## src/rtl/mem_port_arbiter.sv

```systemverilog
// mem_port_arbiter: shares one memory port between the CPU fetch (I) and data (D) channels.
// Define ARB_PERF_CNT_EN to build the grant/conflict performance counters.
module mem_port_arbiter #(
    parameter int ADDR_W     = 32,
    parameter int DATA_W     = 32,
    parameter int FIXED_PRIO = 0,
    localparam int STRB_W    = DATA_W / 8
) (
    input  logic              clk,
    input  logic              rst,
    input  logic [ADDR_W-1:0] i_addr,
    input  logic              i_req_valid,
    output logic              i_req_ready,
    output logic [DATA_W-1:0] i_rdata,
    output logic              i_rvalid,
    input  logic              i_rready,
    input  logic [ADDR_W-1:0] d_addr,
    input  logic              d_wen,
    input  logic [DATA_W-1:0] d_wdata,
    input  logic [STRB_W-1:0] d_wstrb,
    input  logic              d_ren,
    output logic              d_req_ready,
    output logic [DATA_W-1:0] d_rdata,
    output logic              d_rvalid,
    input  logic              d_rready,
    output logic [ADDR_W-1:0] m_addr,
    output logic              m_wen,
    output logic [DATA_W-1:0] m_wdata,
    output logic [STRB_W-1:0] m_wstrb,
    output logic              m_ren,
    input  logic              m_req_ready,
    input  logic [DATA_W-1:0] m_rdata,
    input  logic              m_rvalid,
    output logic              m_rready,
    output logic [31:0]       cnt_i_grant,
    output logic [31:0]       cnt_d_grant,
    output logic [31:0]       cnt_conflict
);
    typedef enum logic [2:0] {IDLE = 3'b001, REQ = 3'b010, RESP = 3'b100} state_t;
    state_t state, state_nx;
    logic              own_d, op_wr;
    logic [ADDR_W-1:0] cap_addr;
    logic [DATA_W-1:0] cap_wdata;
    logic [STRB_W-1:0] cap_wstrb;
    logic              in_idle, in_req, in_resp;
    logic              i_pend, d_pend, d_win, gnt_i, gnt_d, own_rready;

    assign in_idle    = state == IDLE;
    assign in_req     = state == REQ;
    assign in_resp    = state == RESP;
    assign i_pend     = i_req_valid;
    assign d_pend     = d_wen | d_ren;
    // own_d doubles as last_grant: it is rewritten on every grant and reset to I
    assign d_win      = d_pend & (~i_pend | (FIXED_PRIO != 0) | ~own_d);
    // grants are gated by rst so the ready outputs read 0 while reset is held
    assign gnt_d      = rst & in_idle & d_win;
    assign gnt_i      = rst & in_idle & i_pend & ~d_win;
    assign own_rready = own_d ? d_rready : i_rready;

    always_ff @(posedge clk or negedge rst)
        if (!rst) state <= IDLE;
        else      state <= state_nx;

    always_comb begin
        state_nx = in_idle ? ((gnt_i | gnt_d) ? REQ : IDLE)
                 : in_req  ? (m_req_ready ? (op_wr ? IDLE : RESP) : REQ)
                 : in_resp ? ((m_rvalid & own_rready) ? IDLE : RESP)
                 : IDLE;
    end

    always_ff @(posedge clk or negedge rst)
        if (!rst) begin
            own_d     <= 1'b0;
            op_wr     <= 1'b0;
            cap_addr  <= '0;
            cap_wdata <= '0;
            cap_wstrb <= '0;
        end else if (gnt_i | gnt_d) begin
            own_d     <= gnt_d;
            op_wr     <= gnt_d & d_wen;
            cap_addr  <= gnt_d ? d_addr : i_addr;
            cap_wdata <= gnt_d ? d_wdata : '0;
            cap_wstrb <= gnt_d ? d_wstrb : '0;
        end

    always_comb begin
        i_req_ready = gnt_i;
        d_req_ready = gnt_d;
        m_wen       = in_req & op_wr;
        m_ren       = in_req & ~op_wr;
        m_addr      = cap_addr;
        m_wdata     = cap_wdata;
        m_wstrb     = cap_wstrb;
        m_rready    = in_resp & own_rready;
        i_rvalid    = in_resp & ~own_d & m_rvalid;
        d_rvalid    = in_resp & own_d & m_rvalid;
        i_rdata     = (in_resp & ~own_d) ? m_rdata : '0;
        d_rdata     = (in_resp & own_d) ? m_rdata : '0;
    end

`ifdef ARB_PERF_CNT_EN
    logic [31:0] cnt_i, cnt_d, cnt_c;
    logic        conflict;

    assign conflict = in_idle ? (i_pend & d_pend) : (own_d ? i_pend : d_pend);

    always_ff @(posedge clk or negedge rst)
        if (!rst) begin
            cnt_i <= '0;
            cnt_d <= '0;
            cnt_c <= '0;
        end else begin
            cnt_i <= cnt_i + 32'(gnt_i);
            cnt_d <= cnt_d + 32'(gnt_d);
            cnt_c <= cnt_c + 32'(conflict);
        end

    assign cnt_i_grant  = cnt_i;
    assign cnt_d_grant  = cnt_d;
    assign cnt_conflict = cnt_c;
`else
    assign cnt_i_grant  = 32'h0;
    assign cnt_d_grant  = 32'h0;
    assign cnt_conflict = 32'h0;
`endif
endmodule

```

## config.mk

```make
export PLATFORM = sky130hd
export DESIGN_NAME = mem_port_arbiter
export DESIGN_NICKNAME = d
export VERILOG_FILES = /design/src/rtl/mem_port_arbiter.sv
export SDC_FILE = /design/constraint.sdc
export NUM_CORES = 1
export LEC_CHECK = 0
export ABC_AREA = 1
export CAP_MARGIN = 20
export CORE_AREA = 2 2 146 148
export CTS_BUF_LIST = sky130_fd_sc_hd__clkbuf_2
export CTS_CLUSTER_SIZE = 28
export DETAILED_ROUTE_END_ITERATION = 7
export DIE_AREA = 0 0 148 150
export DONT_BUFFER_PORTS = 1
export PLACE_DENSITY_LB_ADDON = 0.08
export SLEW_MARGIN = 10
export SYNTH_ARGS = -nofsm -noshare
export SYNTH_HDL_FRONTEND = slang
export SYNTH_SLANG_ARGS = --single-unit
```

## constraint.sdc

```tcl
create_clock -name clk -period 3.7 [get_ports clk]
set_clock_uncertainty 0.2 [all_clocks]
set_input_delay 0.555 -clock clk [delete_from_list [all_inputs] [get_ports clk]]
set_output_delay 0.555 -clock clk [all_outputs]
set_load 0.02 [all_outputs]
```

Yosys cells after proc, flatten, opt, wreduce, memory -nomap -nowiden. Index checks and enable logic that the tools add are counted.

Bits in registers: 73. Input bits: 141. Output and inout bits: 235. Word-level logic and storage cells: 43.

Equal/unequal tests: 3. Muxes and demuxes: 13. Bitwise gates (word level): 21.

Operator list (count): 32-bit two-way mux (4); 3-bit two-way mux (6); 1-bit bitwise AND (14); 4-bit two-way mux (1); 1-bit NOT (4); 3-bit by 1-bit equality test with 1-bit output (second input constant) (1); 3-bit by 2-bit equality test with 1-bit output (second input constant) (1); 3-bit equality test (second input constant) (1); 1-bit bitwise OR (3); 2-bit two-way mux (1); 1-bit two-way mux (1).

Logic depth before layout (Yosys ltp). Gate-level depths: netlist (run 1).

Depth after elaboration: 8. Mapped depth: 8. Gate-level depth less buffers: 6.

Worst setup path before layout (run 1). No wires, ideal clock.

Kind: input port to output port. From: in d_ren. To: out i_req_ready. Arrival: 1.618 ns. Data required time: 2.945 ns. Path slack: 1.327 ns. Cell stages on the path: 4. Path buffers: 1. Cells stage by stage: o21ai_4 -> clkbuf_1 -> inv_1 -> nor3_1.

Cells in the longest elaborated chain, start to end: 4.

Ends and longest elaborated chain: start, declared (RTL line 21) `input logic d_ren,`; 1-bit bitwise OR (RTL line 52) `assign d_pend = d_wen | d_ren;`; 1-bit bitwise AND (RTL line 54) `assign d_win = d_pend & (~i_pend | (FIXED_PRIO != 0) | ~own_d);`; 1-bit NOT (RTL line 57) `assign gnt_i = rst & in_idle & i_pend & ~d_win;`; 1-bit bitwise AND (RTL line 57); end, declared (RTL line 13) `output logic i_req_ready,`.

No other way between the ends.

Final worst setup path (run 1).
From: reg state[0]. To: reg cap_addr[20], in the netlist m_addr[20].

Cells in the longest elaborated chain, start to end: 5. Elaborated cells on any way between the ends: 7. Those cells by class: 1 x eq/ne; 1 x mux; 5 x bitwise.

Ends and longest elaborated chain: start, declared (RTL line 40) `state_t state, state_nx;`; start signal, assigned (RTL line 62) `else state <= state_nx;`; 3-bit by 1-bit equality test with 1-bit output (*) (RTL line 48) `assign in_idle = state == IDLE;`; 1-bit bitwise AND (*) (RTL line 56, 57); 1-bit bitwise AND (2 in series) (RTL line 57); 1-bit bitwise OR (RTL line 78) `end else if (gnt_i | gnt_d) begin`; end signal, assigned (RTL line 81) `cap_addr <= gnt_d ? d_addr : i_addr;`; end, declared (RTL line 42) `logic [ADDR_W-1:0] cap_addr;`.

Every way passes the cells marked *; elsewhere a longest branch is shown, timed or not. A chain may end at the register's enable or synchronous reset.

==> metrics.txt, run 1 <==
Crit-path slowest cell nor2_4; reg-to-reg slack, setup between 0.6 and 0.7 ns; total power 3.49 mW; Final Wtd Congestion about 0.74; global-route wire length before repair between 20000 and 25000 microns; reg2reg end m_addr[20]; Layout fillers between 2000 and 2500; Seq. cell area approximately 1800 sq um; later-pin clock latency in the skew report 0.49 ns; pwr dens around 640 nW/um^2; final non-filler cell total just under 1000; Critical Path RT 3.96 ns; Syn Area/Cell ~7.2 sq um; Placed Instances 887; Pins Over Slew Limit 0; Post-CTS Setup Inserts 0; # IOs around 380; Yosys top cell area share approximately two fifths; crit path max fanout 23; Routed WL around 16000 microns; Top Usage Layer GRT met2; post-synth top area cell dfrtp_1; TritonCTS clock tree yes; max-cap violations 0; Leak Pwr between 2 and 3 nW; nets roughly 850; CTS Buffer Depth 2; share of cells above drive strength 1 around 4.2%; Die Y approximately 150 microns; Area Overhead vs Synth 19.8%; post-route cell area 5430 sq um; number of I/O port buffers 0; Worst path max stage delay 0.61 ns; flops & latches, synth 73; residual DRC count 0; Synth area leaders dfrtp_1 (40%), nand2_1 (18%), buf_4 (16%), inv_1 (6.0%), nor2_1 (5.6%); final critical-path required period ~3.1 ns; clk slew on worst S/H paths between 0.2 and 0.3 ns; routed wire length per instance 16.2 microns; Max Clock Freq roughly 320 MHz; Setup-failing EPs final 0; worst slack, placed approximately 1.0 ns; worst flop-to-flop path startpoint state[0]; HP Start d_addr[26]; GRT met2 Usage 24.9%; Total GRT Usage a little over an eighth; Setup crit end kind register; initial antenna violation count 3; total gr overflow 0; Hold Worst Slack approximately 0.060 ns; Synth cell types 24; Buf/Inv on CP 2; via count between 3000 and 4000; CP Launch Type register; setup ws final 0.618 ns; Critical Path AT 3.34 ns; min-delay worst type input port to register; Slew @ Worst Pin between 0.6 and 0.7 ns; Sink Count 73; Detailed Route Iter0 Violations 92; Final Hold Vio Count 0; cell mode on critical path nand2_1; # rows between 50 and 60; vias in the first global route 3768; WS Path Type register to register; antenna viol nets, final 0; total CTS buffers 9; CP cell instances nand3_2 -> nor2_4 -> buf_4 -> nand2_1 -> nand3_1 -> dlygate4sd3_1 -> nand2_1; Final Util 26.2%; hpwl dp between 10000 and 15000 microns; M1 GR Usage between 10% and 20%; number of warning messages in the yosys log 0; Die X 148 microns; register area share after synthesis about two fifths; Crit path max-delay family simple AND/OR/NAND/NOR gates; Tcrit/Tclk final 83.3%; RSZ-0062 raised after global routing no; area post-placement roughly 4500 sq um; Die ar. 22200 sq um; Hold EP m_addr[26]; status completed; first-pass detailed-route iteration total 4; Multi-input gate area between 1500 and 2000 sq um; R2R depth 7; peak supply drop 0.238 mV; grt met3 use roughly 4.3%; Initial Util 21.9%; final setup TNS 0 ns; Clock Tree Root clkbuf_2; cells after synthesis between 600 and 700; H-tree levels 3; worst hold stages 4; vias per std cell just under 4; core box area 20700 sq um; Mapped Area 4530 sq um; pin count of the biggest net entering global routing 74; worst rel slew slack 56.0%
-- power by group --
part	switching (mW)	total [mW]	internal, mW
Clock	0.307	0.456	0.149
Combinational	0.760	1.17	0.407
Sequential	0.717	1.87	1.15
-- per-layer routing --
metal | wire length (microns) | up-vias
li1 | - | 1853
met4 | 239 | 2
met2 | 8310 | 203
met5 | 13 | -
met1 | 6160 | 1798
met3 | 1230 | 15
-- worst min-delay path, cell delays in order --
cell and delay [ns]:
inv_1 0.06, nand2_1 0.06, nand3_1 0.07, nand2_1 0.04
-- cells in the mapped netlist (all sizes together) --
cell and count:
nand2 213, buf 111, inv 73, dfrtp 72, nor2 70, nand3 34
o21bai 32, clkbuf 14, a21oi 4, o21ai 3, nor3 2, and3 1
conb 1, dfstp 1, nand3b 1, o22ai 1
-- registers in the layout, indices dropped and copies added, names as in the netlist --
signal	cells
m_wdata	32
state	3
m_addr	32
own_d	1
op_wr	1
m_wstrb	4
-- cells by family (layout without fill, tap and decap cells) --
group | after synthesis | after routing | share of synthesized area (%)
compound gates | 40 | 40 | 6.71
buf+inv | 198 | 181 | 25.0
flops | 73 | 73 | 40.3
other cells | 1 | 98 | 0.0827
simple gates | 321 | 321 | 27.9
-- how the worst max path moves through the flow --
stage / start / to / slack, ns / cells past startpoint
after global placement: rst / m_addr[12] / 1.05 / 6
after CTS: state[0] / m_addr[18] / 0.55 / 7
after detailed placement: rst / m_addr[25] / 1.02 / 6
after floorplan: d_ren / i_req_ready / 1.33 / 4
after global routing: state[0] / m_addr[17] / 0.38 / 7
final: state[0] / m_addr[20] / 0.62 / 7
-- timing repair --
action | in CTS | in global routing
hold buffers | 84 | 0
gates resized for setup | 0 | 0
hold endpoints to repair | 137 | 0
-- layout by cell type, fill, tap and decap left out, types with 3 or more instances in the layout --
cell	n
nor2_1	68
dlygate4sd3_1	83
o21bai_1	32
nand3_1	33
dfrtp_1	72
conb_1	96
a21oi_1	3
inv_1	72
buf_4	8
clkbuf_2	9
nand2_1	213
-- final cells by class --
type | instances | share of cell area, %
clock inverters | 6 | 1.08
diodes | 2 | 0.0922
clock buffers | 9 | 0.830
repair buffers | 93 | 17.3
well taps | 275 | 6.34
inverters | 73 | 5.05
flip-flops and latches | 73 | 33.7
multi-input cells | 457 | 35.7
Note: power is estimated with default switching activity, not from simulation.
==> run 2, diff against run 1 <==
Clock period 3.7 ns to 3.2 ns, I/O delays scaled along.
==> metrics.txt, run 2 (synthesis gave the netlist of run 1 again) <==
status completed; later-pin clock latency in the skew report roughly 0.54 ns; Final Util between 20% and 30%; Slew @ Worst Pin about 0.57 ns; peak supply drop ~0.28 mV; # rows 53; total CTS buffers 9; clk slew on worst S/H paths between 0.2 and 0.25 ns; CP cell instances nor3_1 -> nand2_1 -> buf_4 -> nor2_1; CP Launch Type register; routed wl met3 1300 microns; Layout fillers about 2300; H-tree levels 3; TritonCTS clock tree yes; highest-count cells in the layout ignoring fill and taps nand2_1 (213), dlygate4sd3_1 (105), conb_1 (96), inv_1 (72), dfrtp_1 (72); routed wl met2 between 8000 and 9000 microns; total gr overflow 0; max-cap violations 0; CTS Buffer Depth 2; residual DRC count 0; Sink Count 73; R2R depth 9; Die ar. approximately 22000 sq um; min-delay worst type input port to asynchronous set/reset pin; Critical Path RT 2.52 ns; Final Hold Vio Count 0; routed wire length per instance roughly 16 microns; final setup TNS 0 ns; Pins Over Slew Limit 0; Post-CTS Setup Inserts 0; Max Clock Freq around 360 MHz; worst rel slew slack 61.8%; Area Overhead vs Synth 28.5%; highest routed layer met5; Buf/Inv on CP 1; RSZ-0062 raised after global routing no; Die X roughly 150 microns; Total GRT Usage 14.0%; # IOs roughly 380; Tcrit/Tclk final approximately nine tenths; commonest non-fill, non-tap cell in the layout nand2_1; Detailed Route Iter0 Violations 155; Setup-failing EPs final 0; number of I/O port buffers 0; Crit. path cell count 4; Clock Tree Root clkbuf_2; nets 897; Leak Pwr 3.12 nW; Die Y 150 microns; vias in the first global route 4041; Final Wtd Congestion between 0.7 and 0.8; Setup crit end kind primary output; pwr dens between 600 and 700 nW/um^2; antenna viol nets, final 0; Routed WL roughly 16000 microns; Worst path max stage delay roughly 0.45 ns; vias per std cell between 3 and 4; share of cells above drive strength 1 just under 8%; Crit path max-delay family simple AND/OR/NAND/NOR gates; WS Path Type register to primary output; final non-filler cell total just over 1000; M1 WL ~6100 microns; Placed Instances approximately 900; via count between 4000 and 5000; initial antenna violation count 2; global-route wire length before repair roughly 23000 microns; final critical-path required period roughly 2.8 ns; hpwl dp about 12000 microns; Critical Path AT 2.14 ns; core box area approximately 21000 sq um; pin count of the biggest net entering global routing 74; first-pass detailed-route iteration total 4; Initial Util a little over a fifth; Crit-path slowest cell dfrtp_1; crit path max fanout 33
run 2: area by class of cell:
type	count	area, sq um	area share (%)
timing repair buffer	142	1350	23.2
tap	275	344	5.91
clock inverter	7	47.5	0.816
sequential	73	1830	31.4
clock buffer	9	45.0	0.773
inverter	73	274	4.70
antenna	1	2.50	0.0430
multi-input combinational	457	1940	33.2
run 2: repair_timing:
item                                   in CTS  in global routing
resized for setup                           0                  0
endpoints found under the hold margin     145                  0
hold buffers                              106                  0
run 2: per-stage QoR:
step	cell area, sq um	worst slack [ns]	power (mW)	hold WS (ns)
floorplan	4890	0.977	3.09	-0.0156
global placement	4650	0.863	3.42	-0.0132
detailed placement	4650	0.894	3.43	-0.0137
CTS	5820	0.256	4.17	0.123
global route	5820	0.107	4.42	0.192
finish	5830	0.384	4.06	0.232
run 2: where the power goes:
group | internal [mW] | switching [mW] | total, mW
logic | 0.529 | 0.905 | 1.43
registers | 1.33 | 0.830 | 2.16
clock network | 0.100 | 0.367 | 0.467
total | 1.96 | 2.10 | 4.06
run 2: worst paths after layout:
kind | startpoint | slack (ns) | end
hold / removal | rst | 0.23 | m_wstrb[2]
min in group clk | d_wen | 0.30 | m_wdata[27]
setup / recovery | state[1] | 0.38 | d_rdata[8]
max in group asynchronous | rst | 2.20 | state[0]
setup reg to reg | own_d | 0.44 | m_addr[30]
hold reg to reg | op_wr | 0.41 | op_wr
run 2: routing by layer:
| metal | track usage (%) | vias up |
|---|---|---|
| li1 | - | 1941 |
| met1 | 15.4 | 1949 |
| met2 | 25.8 | 212 |
| met3 | 4.15 | 17 |
| met4 | 4.57 | 2 |
| met5 | 0 | - |
==> run 3, diff against run 2 <==
Settings changed: SLEW_MARGIN 10 to 40.
==> results of run 3 <==
The final DEF is identical to that of run 2; final timing and power are the same.
